[config.mk]
export PLATFORM = sky130hd
export DESIGN_NAME = mul_result_buffer
export DESIGN_NICKNAME = d
export VERILOG_FILES = /design/src/rtl/mul_result_buffer.sv
export SDC_FILE = /design/constraint.sdc
export NUM_CORES = 1
export LEC_CHECK = 0
export ABC_AREA = 1
export BUFFER_PORTS_ARGS = -buffer_cell sky130_fd_sc_hd__buf_2
export CAP_MARGIN = 20
export CORE_ASPECT_RATIO = 1.25
export CORE_MARGIN = 2
export CORE_UTILIZATION = 40
export DETAILED_ROUTE_END_ITERATION = 10
export GPL_ROUTABILITY_DRIVEN = 0
export GPL_TIMING_DRIVEN = 0
export PLACE_DENSITY = 0.56
export SLEW_MARGIN = 20
export SYNTH_ARGS = -nofsm -noshare
export SYNTH_HDL_FRONTEND = slang
export SYNTH_SLANG_ARGS = --single-unit
[constraint.sdc]
create_clock -name clk_i -period 3.2 [get_ports clk_i]
set_clock_uncertainty 0.05 [all_clocks]
set_input_delay 0.48 -clock clk_i [delete_from_list [all_inputs] [get_ports clk_i]]
set_output_delay 0.48 -clock clk_i [all_outputs]
set_load 0.03 [all_outputs]
[src/rtl/mul_result_buffer.sv]
// Result FIFO behind the pipelined multiplier; freezes the multiplier via mult_clk_en_o when full.
// Optional same-cycle empty bypass is enabled by defining MUL_RESULT_BYPASS_EN.
module mul_result_buffer #(
    parameter int unsigned DATA_WIDTH = 16,
    parameter int unsigned FIFO_DEPTH = 4
) (
    input  logic                             clk_i,
    input  logic                             rst_i,
    input  logic [2*DATA_WIDTH-1:0]          mult_result_i,
    input  logic                             mult_valid_i,
    output logic                             mult_clk_en_o,
    output logic [2*DATA_WIDTH-1:0]          res_data_o,
    output logic                             res_valid_o,
    input  logic                             res_ready_i,
    output logic [$clog2(FIFO_DEPTH+1)-1:0]  count_o,
    output logic                             full_o
);

    localparam int unsigned PROD_W = 2 * DATA_WIDTH;
    localparam int unsigned PTR_W  = $clog2(FIFO_DEPTH);
    localparam int unsigned CNT_W  = $clog2(FIFO_DEPTH + 1);
    localparam logic [CNT_W-1:0] CNT_MAX = CNT_W'(FIFO_DEPTH);

    logic [PROD_W-1:0] mem_q [FIFO_DEPTH];

    logic [PTR_W-1:0] wr_ptr_q, wr_ptr_d;
    logic [PTR_W-1:0] rd_ptr_q, rd_ptr_d;
    logic [CNT_W-1:0] count_q,  count_d;
    logic             full_q,   full_d;
    logic             valid_q,  valid_d;
    logic             clk_en_q, clk_en_d;

    logic bypass_c;
    logic push_c;
    logic pop_c;

    // Empty-FIFO bypass: a product offered to a ready consumer skips storage entirely.
`ifdef MUL_RESULT_BYPASS_EN
    assign bypass_c = !valid_q && mult_valid_i && res_ready_i;
`else
    assign bypass_c = 1'b0;
`endif

    // A frozen product (enable low) is never pushed, so it cannot be duplicated.
    always_comb begin
        push_c   = 1'b0;
        pop_c    = 1'b0;
        wr_ptr_d = wr_ptr_q;
        rd_ptr_d = rd_ptr_q;
        count_d  = count_q;

        push_c = mult_valid_i && clk_en_q && !bypass_c;
        pop_c  = valid_q && res_ready_i;

        if (push_c) begin
            wr_ptr_d = wr_ptr_q + PTR_W'(1);
        end
        if (pop_c) begin
            rd_ptr_d = rd_ptr_q + PTR_W'(1);
        end

        unique case ({push_c, pop_c})
            2'b10:   count_d = count_q + CNT_W'(1);
            2'b01:   count_d = count_q - CNT_W'(1);
            default: count_d = count_q;
        endcase

        full_d   = (count_d == CNT_MAX);
        valid_d  = (count_d != '0);
        clk_en_d = (count_d != CNT_MAX);
    end

    always_ff @(posedge clk_i or posedge rst_i) begin
        if (rst_i) begin
            wr_ptr_q <= '0;
            rd_ptr_q <= '0;
            count_q  <= '0;
            full_q   <= 1'b0;
            valid_q  <= 1'b0;
            clk_en_q <= 1'b1;
        end else begin
            wr_ptr_q <= wr_ptr_d;
            rd_ptr_q <= rd_ptr_d;
            count_q  <= count_d;
            full_q   <= full_d;
            valid_q  <= valid_d;
            clk_en_q <= clk_en_d;
        end
    end

    // Storage is deliberately not reset; only pointers and occupancy are.
    always_ff @(posedge clk_i) begin
        if (push_c) begin
            mem_q[wr_ptr_q] <= mult_result_i;
        end
    end

    assign mult_clk_en_o = clk_en_q;
    assign full_o        = full_q;
    assign count_o       = count_q;
    assign res_valid_o   = valid_q || bypass_c;
    assign res_data_o    = bypass_c ? mult_result_i : mem_q[rd_ptr_q];

endmodule

==> impl_metrics.ini, run 1 <==
[run_status]
outcome = completed

[sta]
hold-worst-slack_ps = 4.48
hold_viol = 0
slew_violations = 0
fin_crit_ps = 2520
clock.fmax_ghz = 0.396
worst_slew_pin_slew_ps = 638
min_period_over_period_pct = 78.8
max_slew_margin_pct = 57.4
rsz0062_at_grt = no
setup_viol_count_final = 0

[yosys]
ys_top_cells_by_area = edfxtp_1, nor2_1, dfrtp_1, o21ai_0, o22ai_1
ys_seq_area_share_pct = 77.7
async_flop_share_pct = 7.25
synth_seq_cells = 138
syn_inst = 370
synth_top_area_share_pct = 73.0
synth_fp_nets = 412
synth_edf_count = 128
yosysTopAreaCell = edfxtp_1
synth_ff_type = edfxtp_1
syn-mean-instance-area_sq_um = 14.2
yosysWarnings = 0
ys_types = 20
syn_area_sq_mm = 0.00527

[layout]
final_cell_mix = edfxtp_1, buf_2, nor2_1
antennaDiodeCount = 0
nets = 508
area_delta_synth_final_pct = 25.1
regArea_sq_mm = 0.00410
final_layout_size_suffix_gt1_share_pct = 26.5
final_common_cell = edfxtp_1
multi_input_area_sq_mm = 0.00100
fillCellCount = 1112

[power]
powerDensity_mw_per_mm2 = 1100
p_leak_uw = 0.00243
p_switching_uw = 2780
combPwrFrac_pct = 38.5
seqPwrFrac_pct = 34.2
clockPowerShare_pct = 27.3
finalPower_uw = 7280
swShare_pct = 38.2
p_int_uw = 4490
ir_worst_vdd_uv = 449

[global_routing]
use_met2_pct = 27.7
grt_util_all_layers_pct = 16.6
grt_pass1_wl_um = 17300
antenna_found_initial = 1
grt.busiest_layer = met2
grt-ovfl-total = 0
grt_util_met3_pct = 5.39
use_met1_pct = 19.6
grt_max_degree = 19
first_global_vias = 3377

[worst_setup_path]
worst-path-max-fanout = 10
startpoint_type = flip-flop
endpoint_kind = primary output
crit_type = reg -> out
cp_data_required_time_ps = 2670
reg2reg_depth = 9
arrival_ps = 1990

[clock_network]
h-tree-depth = 4
numCtsBuffers = 17
cts_tree = done
cts_sinks = 138
ctsResizeCount = 0
holdBufCountCts = 0
clockRootBuffer = clkbuf_16
worstSkewPairLatency_ps = 410
clockBufferDepth = 2
post-cts-setup-buffers = 0
clk_pin_slew_ps = 60

[die]
ios = 74
die_x_um = 107
coreArea_sq_mm = 0.0128
rows = 46
dieArea_sq_mm = 0.0141
die_h_um = 132
start_util_pct = 41.2

[detailed_routing]
routed_via_density = 4.96
via_count = 3211
drt-wirelength-per-cell_um = 17.3
first_iter_violations = 131
postRouteAntennaNets = 0
drt_wl_total_um = 11200
drt_first_pass_iters = 4
post-route-drc-count = 0

[placed_design]
io_buffer_count = 73
dpl.hpwl_um = 7180

[worst_hold_path]
hp-class = in -> async

[run]
cap_violations = 0
routing by layer:
metal | wire length [um] | part of all wire, %
met1 | 4840 | 43
met2 | 5730 | 51
met3 | 537 | 4.8
met4 | 113 | 1.0
met5 | 0 | 0
worst max-delay path, stage by stage, from the launching register on:
cell and delay, ps:
dfrtp_1 450, inv_2 130, clkbuf_1 410, o21ai_1 130, o22ai_1 220, buf_2 250
path summary, 6_finish.rpt:
path | start | slack [ps] | end
worst max-delay path | rd_ptr_q[1] | 680 | res_data_o[1]
worst min-delay path | rst_i | 4 | wr_ptr_q[1]
worst max register to register | mult_clk_en_o | 930 | res_valid_o
worst min register to register | count_o[0] | 490 | count_o[0]
max in group asynchronous | rst_i | 2770 | mult_clk_en_o
min in group clk_i | mult_result_i[25] | 230 | mem_q[3][25]
metrics by stage:
stage	TNS (ps)	utilization (%)	std cells	cell area, sq um	worst slack [ps]
after floorplan	0	-	370	5270	541
after global placement	-69840	45.7	611	5840	-594
after detailed placement	0	46.8	615	5980	708
after CTS	0	51.6	647	6590	642
after global routing	0	51.6	647	6590	535
final	0	51.6	647	6590	677
sequential cells by signal, indices dropped and copies added, names as in the netlist:
name and count:
full_o 1, mult_clk_en_o 1, rd_ptr_q 2, wr_ptr_q 2, mem_q 128, count_o 3, res_valid_o 1
final cells by class:
class | instances | area share, %
sequential | 138 | 62.1
multi-input combinational | 194 | 15.2
timing repair buffer | 77 | 7.21
clock buffer | 18 | 6.51
tap | 168 | 3.19
clock inverter | 14 | 2.71
buffer | 20 | 2.05
inverter | 18 | 1.02
cells in the mapped netlist, types with 2 or more instances:
| cell | count |
|---|---|
| buf_6 | 7 |
| a21oi_1 | 2 |
| dfrtp_1 | 9 |
| inv_1 | 16 |
| ha_1 | 5 |
| inv_2 | 2 |
| o21ai_1 | 22 |
| o22ai_1 | 32 |
| o21ai_0 | 43 |
| xor2_1 | 2 |
| clkbuf_1 | 7 |
| nor2_1 | 71 |
| edfxtp_1 | 128 |
| nand3_1 | 3 |
| buf_2 | 6 |
| nand2_1 | 11 |
cell families after synthesis:
| logic type | synth area share (%) |
|---|---|
| AO/OA/AOI/OAI | 10.2 |
| AND/OR/NAND/NOR | 6.36 |
| XOR/XNOR | 0.333 |
| flip-flops | 77.7 |
| buffers and inverters | 3.85 |
| adder cells (fa/ha/maj) | 1.57 |
power by group through the flow:
stage / Clock, uW / Combinational, uW / Sequential [uW]
after floorplan: 0 / 1790 / 2590
after global placement: 0 / 2690 / 2550
after detailed placement: 0 / 2850 / 2530
after CTS: 2020 / 2860 / 2490
after global routing: 2100 / 3030 / 2520
final: 1980 / 2800 / 2490
No activity file was read; power rests on OpenSTA's default activity.
==> run 2, diff against run 1 <==
ABC_AREA = 0   (was 1)
clock period = 2.4 ns   (was 3.2 ns; I/O delays follow)
==> run 2 against run 1 <==
Against the previous run:
- clock power grew 49%
- worst hold slack improved by 110 ps
- register-to-register slack got worse by 540 ps
- count of clock-buffer cells in the layout up 1
- core utilization is essentially flat
- die area down 1.3%
- sequential cell count is the same
- critical path depth decreased by 1
- synthesized area decreased by 1.3%
- sequential power grew 33%
- global-route usage fell by 2.0 points
- sequential share of layout area increased by 0.33 points
- critical path type unchanged
- largest cell class unchanged
==> impl_metrics.ini, run 2 <==
[layout]
regArea_sq_mm = 0.00410
final_cell_mix = edfxtp_1, buf_2, mux4_2
largest_register_ffs = 128
final_layout_size_suffix_gt1_share_pct = 45.4
final_area_sq_mm = 0.00656
multi_input_area_sq_um = 996
final_cell_count_no_fill = 494
nets = 355
fillCellCount = 1040
regMostFlops = mem_q
final_common_cell = edfxtp_1
area_delta_synth_final_pct = 26.1
antennaDiodeCount = 0

[power]
p_switching_uw = 2890
seqPwrFrac_pct = 35.5
combPwrFrac_pct = 32.5
swShare_pct = 31.1
p_int_uw = 6390
ir_worst_vdd_uv = 698
p_leak_uw = 0.00235
finalPower_uw = 9280
clockPowerShare_pct = 31.9
powerDensity_mw_per_mm2 = 1410

[yosys]
async_flop_share_pct = 7.25
synthSimpleGateAreaFrac_pct = 1.32
synth_compound_gate_area_share_pct = 0.770
synth_seq_cells = 138
synth_common_cells = edfxtp_1, mux4_2, dfrtp_1
synth_top_area_share_pct = 73.9
yosysTopAreaCell = edfxtp_1
syn_inst = 216
ys_types = 25
yosysWarnings = 0
syn_area_sq_mm = 0.00520
ys_seq_area_share_pct = 78.8
synth_edf_count = 128
synthMuxAreaShare_pct = 14.4
synth_fp_nets = 258
ys_top_cells_by_area = edfxtp_1, mux4_2, dfrtp_1, mux4_1, ha_1
synth_adder_area_share_pct = 1.59
synth_top_family_by_area = multiplexers
synth_xor_area_share_pct = 1.01
synth_ff_type = edfxtp_1
synth_most_common_cell = edfxtp_1
syn-mean-instance-area_sq_um = 24.1

[sta]
rsz0062_at_grt = no
hold_viol = 0
worst_slack_ps = 146
max_slew_margin_pct = 72.1
slew_violations = 0
worst_slew_pin_slew_ps = 418
hold-worst-slack_ps = 117
setup_viol_count_final = 0
min_period_over_period_pct = 93.9
clock.fmax_ghz = 0.444
fin_crit_ps = 2250

[detailed_routing]
postRouteAntennaNets = 0
first_iter_violations = 83
routed_via_density = 4.95
wl_met2_um = 4770
wl_met3_um = 373
m1WireLength_um = 3830
drt_first_pass_iters = 4
highest_layer = met4
via_count = 2446
post-route-drc-count = 0
drt_wl_total_um = 9140
drt-wirelength-per-cell_um = 18.5

[worst_hold_path]
whs_path_depth = 1
hp-start = mult_result_i[11]
hold_path_end = mem_q[2][11]
hp-class = in -> reg

[die]
rows = 46
start_util_pct = 40.9
die_x_um = 106
dieArea_sq_mm = 0.0139
die_h_um = 131
coreArea_sq_mm = 0.0127
ios = 74

[global_routing]
grt_pass1_wl_um = 14800
first_global_vias = 2632
grt_util_all_layers_pct = 14.5
grt_max_degree = 25
antenna_found_initial = 0
grt-ovfl-total = 0

[clock_network]
clk_pin_slew_ps = 50
clockBufferDepth = 2
cts_tree = done
cts_sinks = 138
numCtsBuffers = 17
worstSkewPairLatency_ps = 410
clockRootBuffer = clkbuf_16
h-tree-depth = 4

[worst_setup_path]
r2r_slack_ps = 390
cp_data_required_time_ps = 1990
crit_type = reg -> out
worst-path-max-fanout = 10
arrival_ps = 1840
endpoint_kind = primary output
r2r-end = full_o
reg2reg_depth = 7
startpoint_type = flip-flop
r2r-start = mult_clk_en_o

[run_status]
outcome = completed

[placed_design]
dpl.hpwl_um = 5620
place_ws_ps = 335
io_buffer_count = 73
placed_cell_area_sq_mm = 0.00586
dpl.cell_count = 461

[run]
cap_violations = 0
## run 2: final cells by class
| cell class | count | area share, % |
|---|---|---|
| buffer | 8 | 1.49 |
| multi-input combinational | 64 | 15.2 |
| clock inverter | 13 | 3.78 |
| tap | 168 | 3.21 |
| timing repair buffer | 78 | 6.95 |
| inverter | 6 | 0.343 |
| clock buffer | 19 | 6.60 |
| sequential | 138 | 62.4 |
## run 2: logic make-up after synthesis
group	after synthesis
and+or+nand+nor	12
DFF	138
adders and majority gates	6
AOI/OAI and AO/OA	7
muxes	33
xor gates and xnor gates	6
buffers and inverters	14
## run 2: timing repair
item / in CTS / in global routing
setup buffers: 0 / 0
endpoints found under the setup margin: 0 / 19
hold buffers: 1 / 0
resized for setup: 0 / 3
hold endpoints to repair: 9 / 0
## run 2: power groups by stage
| stage | combinational (uW) | sequential [uW] | clock, uW |
|---|---|---|---|
| floorplan | 2140 | 3390 | 0 |
| CTS | 3090 | 3300 | 3010 |
| finish | 3020 | 3300 | 2960 |
| detailed placement | 3080 | 3340 | 0 |
| global placement | 2970 | 3340 | 0 |
| global route | 3260 | 3340 | 3100 |
## run 2: metal layers
layer | global-route usage [%] | vias up
met3 | 4.76 | 15
met5 | 0 | -
met1 | 17.7 | 1278
met2 | 23.8 | 55
met4 | 6.14 | 0
li1 | - | 1098
## run 2: critical path: stages (launching register included)
cell and delay (ps):
dfrtp_1 320, clkbuf_1 260, clkbuf_4 320, mux4_2 340, buf_2 200
## run 2: metrics by stage
stage,utilization [%],setup TNS [ps]
finish,51.6,0
global route,51.6,0
CTS,51.5,0
detailed placement,46.1,0
global placement,45.4,-18440
floorplan,-,0
## run 2: worst max path at each step
stage | to | cells after the start | startpoint
2_1_floorplan | full_o | 7 | res_valid_o
5_1_grt | res_data_o[29] | 4 | rd_ptr_q[1]
6_report | res_data_o[29] | 4 | rd_ptr_q[1]
3_3_place_gp | mem_q[0][18] | 3 | wr_ptr_q[0]
4_1_cts | res_data_o[19] | 4 | rd_ptr_q[1]
3_5_place_dp | full_o | 8 | res_ready_i
